## src/rtl/io_pkg.sv

```systemverilog
// io_pkg: shared defaults and button FSM state type for io_input_conditioner
package io_pkg;
  localparam int DEBOUNCE_CYCLES_DEF = 500000;
  localparam int CNT_W_DEF = 20;
  typedef enum logic [1:0] {IDLE, PRESS_WAIT, PRESSED, RELEASE_WAIT} btn_state_t;
endpackage

```

## src/rtl/sync_ff.sv

```systemverilog
// sync_ff: parameterized multi-stage flip-flop synchronizer for an asynchronous bus
module sync_ff #(
  parameter int W = 1,
  parameter int STAGES = 2
) (
  input  logic         clk,
  input  logic         resetn,
  input  logic [W-1:0] d,
  output logic [W-1:0] q
);
  logic [W-1:0] chain [STAGES];
  always_ff @(posedge clk or negedge resetn)
    if (!resetn) for (int i = 0; i < STAGES; i++) chain[i] <= '0;
    else begin
      chain[0] <= d;
      for (int i = 1; i < STAGES; i++) chain[i] <= chain[i-1];
    end
  assign q = chain[STAGES-1];
endmodule

```

## src/rtl/io_input_conditioner.sv

```systemverilog
// io_input_conditioner: synchronize and debounce switches and interrupt button,
// latching a press into int_req until the core acknowledges it.
module io_input_conditioner
  import io_pkg::*;
#(
  parameter int WIDTH = 16,
  parameter int SYNC_STAGES = 2,
  parameter int DEBOUNCE_CYCLES = DEBOUNCE_CYCLES_DEF,
  parameter int CNT_W = CNT_W_DEF
) (
  input  logic             clk,
  input  logic             resetn,
  input  logic [WIDTH-1:0] sw_raw,
  input  logic             btn_raw,
  input  logic             int_ack,
  output logic [WIDTH-1:0] sw_stable,
  output logic             sw_changed,
  output logic             btn_level,
  output logic             int_req,
  output logic             int_overrun
);
  localparam logic [CNT_W-1:0] LAST = CNT_W'(DEBOUNCE_CYCLES - 1);
  logic [WIDTH-1:0] sw_n, sw_s;
  logic [CNT_W-1:0] sw_cnt, btn_cnt, btn_cnt_d;
  logic btn_s, press;
  btn_state_t state, state_d;
  // The last switch stage is kept here so sw_n (the next sw_s) can restart the count on the edge a change lands.
  sync_ff #(.W(WIDTH), .STAGES(SYNC_STAGES - 1)) u_sw_sync (
    .clk(clk), .resetn(resetn), .d(sw_raw), .q(sw_n)
  );
  sync_ff #(.W(1), .STAGES(SYNC_STAGES)) u_btn_sync (
    .clk(clk), .resetn(resetn), .d(btn_raw), .q(btn_s)
  );
  always_ff @(posedge clk or negedge resetn)
    if (!resetn) begin
      sw_s <= '0;
      sw_stable <= '0;
      sw_changed <= 1'b0;
      sw_cnt <= '0;
    end else begin
      sw_s <= sw_n;
      sw_changed <= 1'b0;
      if (sw_s == sw_stable || sw_n != sw_s) sw_cnt <= '0;
      else if (sw_cnt == LAST) begin
        sw_stable <= sw_s;
        sw_changed <= 1'b1;
        sw_cnt <= '0;
      end else sw_cnt <= sw_cnt + CNT_W'(1);
    end
  always_ff @(posedge clk or negedge resetn)
    if (!resetn) begin
      state <= IDLE;
      btn_cnt <= '0;
      int_req <= 1'b0;
      int_overrun <= 1'b0;
    end else begin
      state <= state_d;
      btn_cnt <= btn_cnt_d;
      if (press) begin
        int_req <= 1'b1;
        if (int_req && !int_ack) int_overrun <= 1'b1;
      end else if (int_ack) begin
        int_req <= 1'b0;
        int_overrun <= 1'b0;
      end
    end
  always_comb begin
    state_d = state;
    btn_cnt_d = btn_cnt;
    press = 1'b0;
    case (state)
      IDLE: if (btn_s) begin
        state_d = PRESS_WAIT;
        btn_cnt_d = '0;
      end
      PRESS_WAIT: if (!btn_s) state_d = IDLE;
        else if (btn_cnt == LAST) begin
          state_d = PRESSED;
          press = 1'b1;
        end else btn_cnt_d = btn_cnt + CNT_W'(1);
      PRESSED: if (!btn_s) begin
        state_d = RELEASE_WAIT;
        btn_cnt_d = '0;
      end
      RELEASE_WAIT: if (btn_s) state_d = PRESSED;
        else if (btn_cnt == LAST) state_d = IDLE;
        else btn_cnt_d = btn_cnt + CNT_W'(1);
      default: state_d = IDLE;
    endcase
  end
  assign btn_level = state == PRESSED || state == RELEASE_WAIT;
endmodule

```

## config.mk

```make
export PLATFORM = sky130hd
export DESIGN_NAME = io_input_conditioner
export DESIGN_NICKNAME = d
export VERILOG_FILES = /design/src/rtl/io_pkg.sv /design/src/rtl/sync_ff.sv /design/src/rtl/io_input_conditioner.sv
export SDC_FILE = /design/constraint.sdc
export NUM_CORES = 1
export LEC_CHECK = 0
export ABC_CLOCK_PERIOD_IN_PS = 1980
export CAP_MARGIN = 20
export CORE_AREA = 3 3 94 96
export DETAILED_ROUTE_END_ITERATION = 6
export DIE_AREA = 0 0 97 99
export GPL_TIMING_DRIVEN = 0
export MAX_ROUTING_LAYER = met4
export PLACE_DENSITY = 0.74
export SLEW_MARGIN = 20
export SYNTH_ARGS = -nofsm -noshare
export SYNTH_HDL_FRONTEND = slang
export SYNTH_SLANG_ARGS = --single-unit
```

## constraint.sdc

```tcl
create_clock -name clk -period 1.98 [get_ports clk]
set_input_delay 0.396 -clock clk [delete_from_list [all_inputs] [get_ports clk]]
set_output_delay 0.396 -clock clk [all_outputs]
set_load 0.01 [all_outputs]
```

==> key figures <==
Status
  • Run status: finished with violations
  • Failing checks: setup timing

STA
  • Post-route minimum period: 2080 ps
  • Final setup fails: 2
  • Max-Slew Margin vs Limit: 59.3%
  • Setup Skew: 11.1 ps
  • RSZ-0062 raised after global routing: true
  • Final setup TNS: -163 ps
  • Final hold violation count: 0
  • Period utilisation layout: 105%
  • Measured slew at the worst slew-check pin: 606 ps
  • Fmax: 482 MHz
  • Pins Over Slew Limit: 0
  • Final worst setup slack: -95.4 ps

GRT
  • Vias in the first global route: 2940
  • Global-route wire length before repair: ~14000 microns
  • GRT Util Overall: between 15 and 20%
  • Pin count of the biggest net entering global routing: 76
  • Total gr overflow: 0
  • Initial antenna violation count: 0

Placement
  • Post-DP Area: between 4000 and 5000 sq um
  • Routability Congestion: 0.800
  • # port buffers: 39
  • DP HPWL: between 5000 and 6000 microns

Setup path
  • CP arrival: 2320 ps
  • CP Max Fanout: 4
  • Top cell by count, worst path: o21a_1
  • Setup Crit Path Kind: reg -> reg
  • Critical path's top delay family: compound AO/OA/AOI/OAI gates
  • Slowest CP cell: or4_4
  • Crit. End Element: register
  • Max incr delay on CP: 530 ps
  • Worst endpoint required time: 2220 ps
  • Crit path buffers/inverters: 0
  • Critical Path Source Type: register
  • CP cell instances: ha_4 > nand2_4 > or4_4 > a2111o_1 > o21a_1 > o21a_1

Route
  • Drt wl/cell: about 16 microns
  • Initial DRT Pass Iterations: 4
  • Via-per-instance ratio: 5.45
  • Top layer in use: met4
  • Iter 0 DRT Violations: 109
  • Wirelength, routed: 8290 microns
  • DRT antenna net count: 0
  • Met3 wire len: 261 microns
  • Metal2 WL: 4320 microns
  • Vias: 2899
  • Post-route DRC: 0
  • DRT met1 WL: 3630 microns

Logic synthesis
  • Post-synth top flop: dfrtp_1
  • FF+latch count, synth: 95
  • Number of synthesized flops with an enable pin: 0
  • Synth top area share: 58.1%
  • Mapped Cells: 353
  • Synthesized Nets: around 380
  • Distinct cells, synth: 41
  • Ranking of synthesized cells by area: dfrtp_1, xnor2_1, xor2_1, mux2_2, nor2_1
  • Fraction of registers with async set/reset: between 90% and 100%
  • Yosys warnings: 0
  • Synth Cell Area: 4100 sq um
  • Mean Syn Cell Area: 11.6 sq um
  • Sequential fraction of the synthesis area: between 50% and 60%
  • Top cell types by occurrence after synthesis: dfrtp_1, nor2_1, xnor2_1
  • Top-count cell post-synth: dfrtp_1
  • Largest area contributor in the netlist: dfrtp_1

Clock tree
  • CTS Sinks: 95
  • H-tree depth: 3
  • Clock transition at path regs: 90 ps
  • Clock buffer depth: 2
  • Root Driver: clkbuf_8
  • Worst skew pair latency: 360 ps
  • CTS tree: yes
  • CTS Buf Count: 9

Power
  • Peak VDD IR: around 0.37 mV
  • PwrDens: 688 nW/um^2
  • Total power: 3.59 mW
  • Leak: between 2 and 2.5 nW

Cells and area
  • Fin nets: approximately 440
  • Synth-to-layout area growth: 27.4%
  • Cell area after layout: about 5200 sq um
  • Finished Core Util: 64.1%
  • Diodes inserted: 0
  • Fill cells: ~600
  • Share of layout cells above drive strength 1: 21.8%
  • Area occupied by multi-input gates: 1830 sq um
  • Register Area: approximately 2400 sq um

Worst hold path
  • HP Class: reg -> reg

Floorplan
  • Die Ht: 99 microns
  • Core area: about 8100 sq um
  • Die width: roughly 97 microns
  • Initial Utilization: 50.3%
  • Die ar.: 9600 sq um
  • # rows: 33
  • # IOs: 40

Run
  • Max_cap viols: 0
-- metrics by stage --
| stage | hold slack (ps) | instances | setup slack, ps |
|---|---|---|---|
| 2_1_floorplan | 100 | 353 | -22.6 |
| 3_3_place_gp | 334 | 497 | -2900 |
| 3_5_place_dp | 255 | 498 | -360 |
| 4_1_cts | 358 | 525 | -117 |
| 5_1_grt | 371 | 532 | -151 |
| 6_report | 354 | 532 | -95.4 |
-- placed cells by master, fill, tap and decap left out, drive strengths merged, types with 2 or more instances in the layout --
cell	instances
nand3	19
ha	2
nand2	20
nand4b	2
o41ai	3
dfrtp	95
bufinv	2
o21ai	15
o21a	7
xor2	24
or4	6
nand2b	3
nor2	29
clkdlybuf4s50	38
or3	7
mux2	16
and2	3
xnor2	27
clkbuf	13
buf	23
clkinv	3
and3	5
nor3	6
a32o	2
nand4	11
inv	10
a21oi	6
nor4	11
a21o	4
o31ai	6
-- flip-flops by register name (all words and copies together), names as in the netlist, 16 cells and up, named ones only --
register     flops
btn_cnt         20
sw_stable       16
sw_cnt          20
sw_s            16
u_sw_sync.q     16
-- metal layers --
metal	vias up	track usage [%]
met5	-	-
met1	1455	22.8
met3	10	4.74
met4	0	4.21
li1	1389	-
met2	45	30.4
-- logic make-up (layout without fill, tap and decap cells) --
family	after synthesis	count (layout)	synth area share (%)
adders and majority gates	2	2	0.611
muxes	16	16	4.40
DFF	95	95	58.1
buffers and inverters	16	90	1.74
and+or+nand+nor	126	126	16.6
AOI/OAI and AO/OA	47	47	7.67
xor gates and xnor gates	51	51	10.9
-- where the power goes --
group,internal (mW),switching (mW),leakage [nW]
logic,0.106,0.108,0.861
registers,1.98,0.0422,1.23
clock network,0.710,0.644,0.110
total,2.80,0.794,2.20
-- cell type report --
cell class,count,area share [%]
flip-flops and latches,95,45.7
multi-input cells,242,35.1
repair buffers,58,10.7
well taps,105,2.52
clock buffers,10,2.45
clock inverters,6,1.61
plain buffers,7,1.15
inverters,9,0.648
-- timing repair --
action | in CTS | in global routing
gates resized for setup | 28 | 20
pin swaps | 10 | 12
endpoints found under the setup margin | 42 | 45
buffers inserted | 10 | 7
hold buffers | 1 | 0
endpoints found under the hold margin | 20 | 0
-- path summary, 6_finish.rpt --
path / startpoint / end / slack [ps] / cells past startpoint
max: btn_cnt[0] / btn_cnt[16] / -100 / 6
min: u_btn_sync.chain[1] / u_btn_sync.q / 350 / 0
max reg2reg: btn_cnt[0] / btn_cnt[16] / -100 / 6
min reg2reg: u_btn_sync.chain[1] / u_btn_sync.q / 350 / 0
max in group asynchronous: resetn / sw_cnt[12] / 900 / 3
min in group asynchronous: resetn / sw_stable[1] / 440 / 2
No activity file was read; power rests on OpenSTA's default activity.
